### src/rtl/mem_stage_sram_ctrl_pkg.sv
// mem_stage_sram_ctrl_pkg: shared state encoding, default geometry and counter sizing helper
package mem_stage_sram_ctrl_pkg;
  typedef enum logic [1:0] {IDLE = 2'd0, LO = 2'd1, HI = 2'd2, DONE = 2'd3} state_t;
  localparam int SRAM_AW_DEF = 18;
  localparam int DATA_BASE_DEF = 1024;
  localparam int WAIT_STATES_DEF = 1;
  function automatic int cnt_w(input int p);
    return p > 1 ? $clog2(p) : 1;
  endfunction
endpackage

### src/rtl/mem_stage_sram_ctrl_phase_counter.sv
// mem_stage_sram_ctrl_phase_counter: counts 0..P-1 within one SRAM phase, flags the last cycle
module mem_stage_sram_ctrl_phase_counter
  import mem_stage_sram_ctrl_pkg::*;
#(
  parameter int P = 2,
  localparam int W = cnt_w(P)
) (
  input  logic         clk,
  input  logic         rst,
  input  logic         clr,
  input  logic         en,
  output logic [W-1:0] cnt,
  output logic         tc
);
  assign tc = cnt == W'(P - 1);
  always_ff @(posedge clk or negedge rst)
    if (!rst) cnt <= '0;
    else if (clr || (en && tc)) cnt <= '0;
    else if (en) cnt <= cnt + 1'b1;
endmodule

### src/rtl/mem_stage_sram_ctrl.sv
// mem_stage_sram_ctrl: splits each 32-bit MEM-stage access into two 16-bit SRAM phases, freezing the pipeline meanwhile
module mem_stage_sram_ctrl
  import mem_stage_sram_ctrl_pkg::*;
#(
  parameter int SRAM_AW = SRAM_AW_DEF,
  parameter int DATA_BASE = DATA_BASE_DEF,
  parameter int WAIT_STATES = WAIT_STATES_DEF
) (
  input  logic               clk,
  input  logic               rst,
  input  logic               MEM_R_en,
  input  logic               MEM_W_en,
  input  logic [31:0]        ALU_result,
  input  logic [31:0]        ST_value,
  output logic               ready,
  output logic [31:0]        read_data,
  output logic [SRAM_AW-1:0] sram_addr,
  output logic [15:0]        sram_dq_out,
  output logic               sram_dq_oe,
  input  logic [15:0]        sram_dq_in,
  output logic               sram_we_n
);
  localparam int P = WAIT_STATES + 1;
  state_t state;
  logic [cnt_w(P)-1:0] cnt;
  logic tc, req, wr, busy, hi_ph, unused_bits;
  logic [31:0] off;
  logic [15:0] rbuf_lo;
  assign req = MEM_R_en | MEM_W_en;
  assign wr = MEM_W_en;
  assign busy = (state == LO) || (state == HI);
  assign hi_ph = state == HI;
  assign off = ALU_result - 32'(DATA_BASE);
  assign unused_bits = ^{off[31:SRAM_AW+1], off[1:0], cnt};
  assign ready = ~req | (state == DONE);
  assign sram_addr = busy ? {off[SRAM_AW:2], hi_ph} : '0;
  assign sram_dq_out = (busy && wr) ? (hi_ph ? ST_value[31:16] : ST_value[15:0]) : '0;
  assign sram_dq_oe = busy & wr;
  assign sram_we_n = ~(busy & wr);
  mem_stage_sram_ctrl_phase_counter #(.P(P)) u_cnt (
    .clk(clk), .rst(rst), .clr(~busy), .en(busy), .cnt(cnt), .tc(tc)
  );
  always_ff @(posedge clk or negedge rst)
    if (!rst) begin
      state <= IDLE;
      rbuf_lo <= '0;
      read_data <= '0;
    end else begin
      case (state)
        IDLE: if (req) state <= LO;
        LO: if (tc) state <= HI;
        HI: if (tc) state <= DONE;
        default: state <= IDLE;
      endcase
      if (state == LO && tc && !wr) rbuf_lo <= sram_dq_in;
      if (state == HI && tc && !wr) read_data <= {sram_dq_in, rbuf_lo};
    end
endmodule
### config.mk
export PLATFORM = sky130hd
export DESIGN_NAME = mem_stage_sram_ctrl
export DESIGN_NICKNAME = d
export VERILOG_FILES = /design/src/rtl/mem_stage_sram_ctrl_pkg.sv /design/src/rtl/mem_stage_sram_ctrl_phase_counter.sv /design/src/rtl/mem_stage_sram_ctrl.sv
export SDC_FILE = /design/constraint.sdc
export NUM_CORES = 1
export LEC_CHECK = 0
export BUFFER_PORTS_ARGS = -buffer_cell sky130_fd_sc_hd__buf_2
export CAP_MARGIN = 5
export CORE_ASPECT_RATIO = 2
export CORE_MARGIN = 5
export CORE_UTILIZATION = 46
export CTS_BUF_LIST = sky130_fd_sc_hd__clkbuf_16
export DETAILED_ROUTE_END_ITERATION = 7
export PLACE_DENSITY_LB_ADDON = 0.3
export SETUP_SLACK_MARGIN = 0.4
export SYNTH_ARGS = -nofsm -noshare
export SYNTH_HDL_FRONTEND = slang
export SYNTH_HIERARCHICAL = 1
export SYNTH_SLANG_ARGS = --single-unit
### constraint.sdc
create_clock -name clk -period 3.3 [get_ports clk]
set_input_delay 0.495 -clock clk [delete_from_list [all_inputs] [get_ports clk]]
set_output_delay 0.495 -clock clk [all_outputs]
set_load 0.01 [all_outputs]
; ---- After elaboration in Yosys (flattened, before gate mapping)
; Cells that the tools add are included.
[classes]
n_mux = 9
n_addsub = 2
n_eq_ne = 6
n_reduce_logical = 12
n_bitwise = 6
[op_table]
columns = cell, n
row1 = 16-bit 2-to-1 mux, 2
row2 = "19-bit by 11-bit subtractor with 19-bit output, second input constant", 1
row3 = 18-bit 2-to-1 mux, 1
row4 = 1-bit logical AND, 6
row5 = 2-bit 2-to-1 mux, 3
row6 = 2-bit one-hot mux with 3 select lines, 1
row7 = "2-bit == test, second input constant", 2
row8 = "2-bit by 1-bit inequality test with 1-bit output, second input constant", 2
row9 = 1-bit inverter, 3
row10 = 3-bit AND reduction, 1
row11 = "2-bit by 1-bit == test with 1-bit output, second input constant", 1
row12 = 2-bit logical NOT, 1
row13 = 1-bit logical OR, 2
row14 = 1-bit 2-to-1 mux, 2
row15 = "2-bit inequality test, second input constant", 1
row16 = 1-bit OR, 2
row17 = 2-bit nonzero test, 1
row18 = "1-bit adder, second input constant", 1
row19 = 1-bit bitwise AND, 1
row20 = 1-bit logical NOT, 1
[word_totals]
ff_bits = 51
in_bits = 84
out_inout_bits = 69
word_cells = 39

; ---- Logic depth before layout (Yosys ltp)
[logic_depth]
ltp_word = 5
depth_mapped = 6
mapped_depth_nobuf = 5

; ---- Modules after synthesis
; The synthesis kept the hierarchy.
[modules_own_cells]
columns = mod, n_inst, seq_area_each_um2, cells_each, area_each_um2
row1 = mem_stage_sram_ctrl, 1, 1251.2, 192, 2403.6
row2 = mem_stage_sram_ctrl_phase_counter, 1, 25.0, 4, 45.0

; ---- Least setup slack after synthesis
; No wires, ideal clock.
[synth_timing]
kind = input to output
startpoint = input ALU_result[10]
endpoint = output sram_addr[15]
t_required_ns = 2.805
path_buffers = 1
arrival_time_ns = 1.791
setup_slack_ns = 1.014
path_stages = 6
path_cell_list = inv_1 ha_1 or3b_1 clkbuf_2 or4_1 a21oi_1
[synth_via]
elab_chain_len = 2
[synth_rtl]
columns = element, line
row1 = from (decl), mem_stage_sram_ctrl.sv:13  ; input logic [31:0] ALU_result,
row2 = 19-bit by 11-bit subtractor with 19-bit output, mem_stage_sram_ctrl.sv:33  ; assign off = ALU_result - 32'(DATA_BASE);
row3 = 18-bit 2-to-1 mux, mem_stage_sram_ctrl.sv:36  ; assign sram_addr = busy ? {off[SRAM_AW:2], hi_ph} : '0;
row4 = to (decl), mem_stage_sram_ctrl.sv:17  ; output logic [SRAM_AW-1:0] sram_addr,
; Every way passes these cells.

; ---- Final worst setup path
[layout_timing]
startpoint = register state[0]
endpoint = output sram_dq_out[12]
[layout_via]
elab_chain_len = 4
word_cells_on_any_way = 6
[layout_rtl]
columns = element, line
row1 = from (decl), mem_stage_sram_ctrl.sv:24  ; state_t state;
row2 = from (signal assigned), mem_stage_sram_ctrl.sv:45  ; state <= IDLE;
row3 = from (signal assigned), mem_stage_sram_ctrl.sv:50  ; IDLE: if (req) state <= LO;
row4 = from (signal assigned), mem_stage_sram_ctrl.sv:51  ; LO: if (tc) state <= HI;
row5 = 2-bit by 1-bit == test with 1-bit output or 2-bit == test (tied branches), mem_stage_sram_ctrl.sv:31  ; assign busy = (state == LO) || (state == HI);
row6 = 1-bit logical OR *, mem_stage_sram_ctrl.sv:31
row7 = via busy, mem_stage_sram_ctrl.sv:26  ; logic tc, req, wr, busy, hi_ph, unused_bits;
row8 = 1-bit logical AND *, mem_stage_sram_ctrl.sv:37  ; assign sram_dq_out = (busy && wr) ? (hi_ph ? ST_value[31:16] : ST_value[15:0]) : '0;
row9 = 16-bit 2-to-1 mux *, mem_stage_sram_ctrl.sv:37
row10 = to (decl), mem_stage_sram_ctrl.sv:18  ; output logic [15:0] sram_dq_out,
; The timed path passes the listed nets; every way through them passes the cells marked *.

==> results.sh <==
export IMPL_fmaxAchievable_ghz=0.397
export IMPL_power_density_nw_per_um2=901
export IMPL_area_growth_pct=35.6
export IMPL_final_area_um2=3320
export IMPL_cts_made_buffers=5
export IMPL_drive_gt1_share_pct=59.8
export IMPL_grt_pass1_wl_um=9140
export IMPL_tns_ns=0
export IMPL_postSynth_asyncResetShare_pct=100
export IMPL_ff_latch_area_um2=1280
export IMPL_synth_edf_count=0
export IMPL_n_fill_cell=467
export IMPL_synthesis_nets=285
export IMPL_postCtsHoldBufs=0
export IMPL_clkPwrFrac_pct=16.8
export IMPL_post_cts_setup_buffer_count=0
export IMPL_p_switching_mw=1.08
export IMPL_ys_ff_latch=51
export IMPL_place_area_um2=3170
export IMPL_slew_viol_final=0
export IMPL_die_w_um=61.6
export IMPL_slew_headroom_pct=27.7
export IMPL_cts_sinks=51
export IMPL_n_antenna_cell=0
export IMPL_endpoint_kind="output port"
export IMPL_yosys_area_share_simple_pct=8.94
export IMPL_synth_top_family_by_area="multiplexers"
export IMPL_cap_violations=0
export IMPL_path_max_fanout=18
export IMPL_slowest_stage="ha_1"
export IMPL_multi_input_area_um2=1100
export IMPL_grt_pass1_vias=2098
export IMPL_regToRegEndpoint="rbuf_lo[5]"
export IMPL_overflow=0
export IMPL_final_nets=421
export IMPL_rrSetupSlack_ns=1.54
export IMPL_combPwrFrac_pct=48.1
export IMPL_finalHoldViolations=0
export IMPL_synthXorXnorAreaFrac_pct=1.07
export IMPL_crit_chain="inv_1 > ha_1 > nand2_1 > nor2_1 > buf_2"
export IMPL_crit_arrival_ns=2.02
export IMPL_synthDistinctLibCells=29
export IMPL_p_int_mw=1.91
export IMPL_antenna_found_initial=0
export IMPL_drtIter0Drc=53
export IMPL_insertion_delay_ns=0.28
export IMPL_power_share_switching_pct=36.0
export IMPL_post_drt_via_cell_ratio=4.99
export IMPL_wirelength_um=5780
export IMPL_synthFlopType="dfrtp_1"
export IMPL_hold_class="input pin to asynchronous set/reset pin"
export IMPL_vias=1950
export IMPL_core_um2=5180
export IMPL_start_util_pct=47.2
export IMPL_dp_hpwl_um=4570
export IMPL_fin_ws_ns=0.781
export IMPL_irDropWorstVdd_mv=0.600
export IMPL_grt_util_all_layers_pct=16.8
export IMPL_yosysTopAreaCell="dfrtp_1"
export IMPL_avgSynthCellArea_um2=12.5
export IMPL_status="finished, final reports clean"
export IMPL_ctsResizeCount=0
export IMPL_synth_area_um2=2450
export IMPL_grt_max_degree=52
export IMPL_yosysSeqAreaShare_pct=52.1
export IMPL_cts_max_level=2
export IMPL_synth_compound_area_share_pct=3.32
export IMPL_io_pin_count=153
export IMPL_setup_violations_final=0
export IMPL_r2r_cells=4
export IMPL_rows=37
export IMPL_synth_area_mux_share_pct=29.0
export IMPL_netlist_instances=196
export IMPL_gp_congestion=0.720
export IMPL_crit_required_ns=2.80
export IMPL_timing_rr_start="state[1]"
export IMPL_cts_buffer_depth=2
export IMPL_crit_type="register to output port"
export IMPL_wl_per_cell_um=14.8
export IMPL_numPortBuffers=137
export IMPL_fin_cells=391
export IMPL_fin_worst_skew_ns=0.00550
export IMPL_crit_path_max_incr_delay_ns=0.47
export IMPL_period_share_pct=76.3
export IMPL_yosys_warnings=6
export IMPL_finalCriticalPeriod_ns=2.52
export IMPL_drc=0
export IMPL_tightest_slew_ns=1.08
export IMPL_dpl_cell_count=383
export IMPL_rsz0062_at_grt="no"
export IMPL_drt_antenna_violating_nets=0
export IMPL_cts_tree="yes"
export IMPL_total_power_mw=2.99
export IMPL_clk_pin_slew_ns=0.07
export IMPL_yosysTopAreaCellShare_pct=52.1
export IMPL_place_ws_ns=0.803
export IMPL_cp_startpoint="state[0]"
export IMPL_synth_area_leaders="dfrtp_1 (52%), mux2_2 (22%), mux2i_1 (6.9%), nor2_1 (3.5%), ha_1 (2.6%)"
export IMPL_seqPwrFrac_pct=35.1
export IMPL_p_leak_nw=1.80
export IMPL_drtPass1Iterations=4
export IMPL_synthAdderAreaFrac_pct=2.55
export IMPL_die_h_um=113
export IMPL_crit_end="sram_dq_out[12]"
export IMPL_cts_root_buf="clkbuf_16"
export IMPL_start_kind="register"
export IMPL_die_area_um2=6970
==> synthesized netlist by cell type (all sizes together), types with 3 or more instances <==
library cell  count
mux2             48
nor2             23
nand2             3
ha                5
and2              8
inv               6
or3               3
buf               7
clkbuf            3
mux2i            17
a21oi             4
dfrtp            51
==> layout make-up <==
class / count / share of cell area, %
multi-input cells: 129 / 33.1
clock buffers: 5 / 3.77
flip-flops and latches: 51 / 38.4
inverters: 6 / 0.678
repair buffers: 139 / 21.1
well taps: 58 / 2.19
clock inverters: 3 / 0.716
==> critical path, delay by kind of cell, from the launching register on <==
family,cells,cell delay (ns)
fa+ha+maj,1,0.47
buf+inv,2,0.23
flops,1,0.40
simple gates,2,0.63
==> per-stage QoR <==
| step | hold WS (ns) | utilization, % |
|---|---|---|
| 2_1_floorplan | 0.199 | - |
| 3_3_place_gp | 0.480 | 61.2 |
| 3_5_place_dp | 0.488 | 61.2 |
| 4_1_cts | 0.445 | 64.0 |
| 5_1_grt | 0.452 | 64.0 |
| 6_report | 0.412 | 64.0 |
==> worst min path at each step <==
stage,startpoint,end,slack (ns),cells past startpoint
after floorplan,rst,rbuf_lo[0],0.20,0
after global placement,rbuf_lo[2],read_data[2],0.48,1
after detailed placement,read_data[18],read_data[18],0.49,1
after CTS,sram_dq_in[8],read_data[24],0.45,2
after global routing,sram_dq_in[8],read_data[24],0.45,2
final,rst,read_data[23],0.41,1
==> logic make-up after synthesis <==
logic type	Yosys count
muxes	65
DFF	51
and+or+nand+nor	44
buffers and inverters	16
AOI/OAI and AO/OA	12
adders and majority gates	5
xor gates and xnor gates	3
==> placed cells by master (no fill, tap or decap) <==
cell and instances:
buf_4 2, mux2_2 48, nor4_1 1, mux2i_1 17
and2_1 8, inv_2 1, or4_1 1, clkinvlp_4 1
inv_8 1, clkinv_2 1, o32a_1 1, dfrtp_1 51
o21ai_0 2, or2_2 1, buf_2 137, a21oi_1 4
o21a_1 1, clkbuf_16 5, inv_1 5, or3b_1 1
xor2_1 1, or4_4 1, o31ai_1 2, a2bb2oi_1 1
nor2_1 23, ha_1 5, xnor2_1 2, or3_1 3
o31a_2 1, nand2_1 3, nor2b_1 2
==> power groups by stage <==
stage                     Sequential [mW]  Clock [mW]  Combinational, mW
final                                1.05       0.502               1.44
after global routing                 1.09       0.552               1.60
after CTS                            1.05       0.528               1.48
after detailed placement             1.07           0               1.47
after global placement               1.05           0               1.43
after floorplan                      1.13           0              0.841
==> sequential cells by signal, indices dropped and copies added, names as in the netlist <==
name and count:
read_data 32, rbuf_lo 16, state 2, u_cnt/cnt 1
==> metal layers <==
metal  vias to the layer above  wire length (um)  track usage (%)
met5                         -                 0                0
met4                         0                72             5.38
met3                         6               318             3.08
met2                        62              3390             32.5
met1                       932              2000             16.7
li1                        950                 -                -
Power figures use the tool's default switching activity.
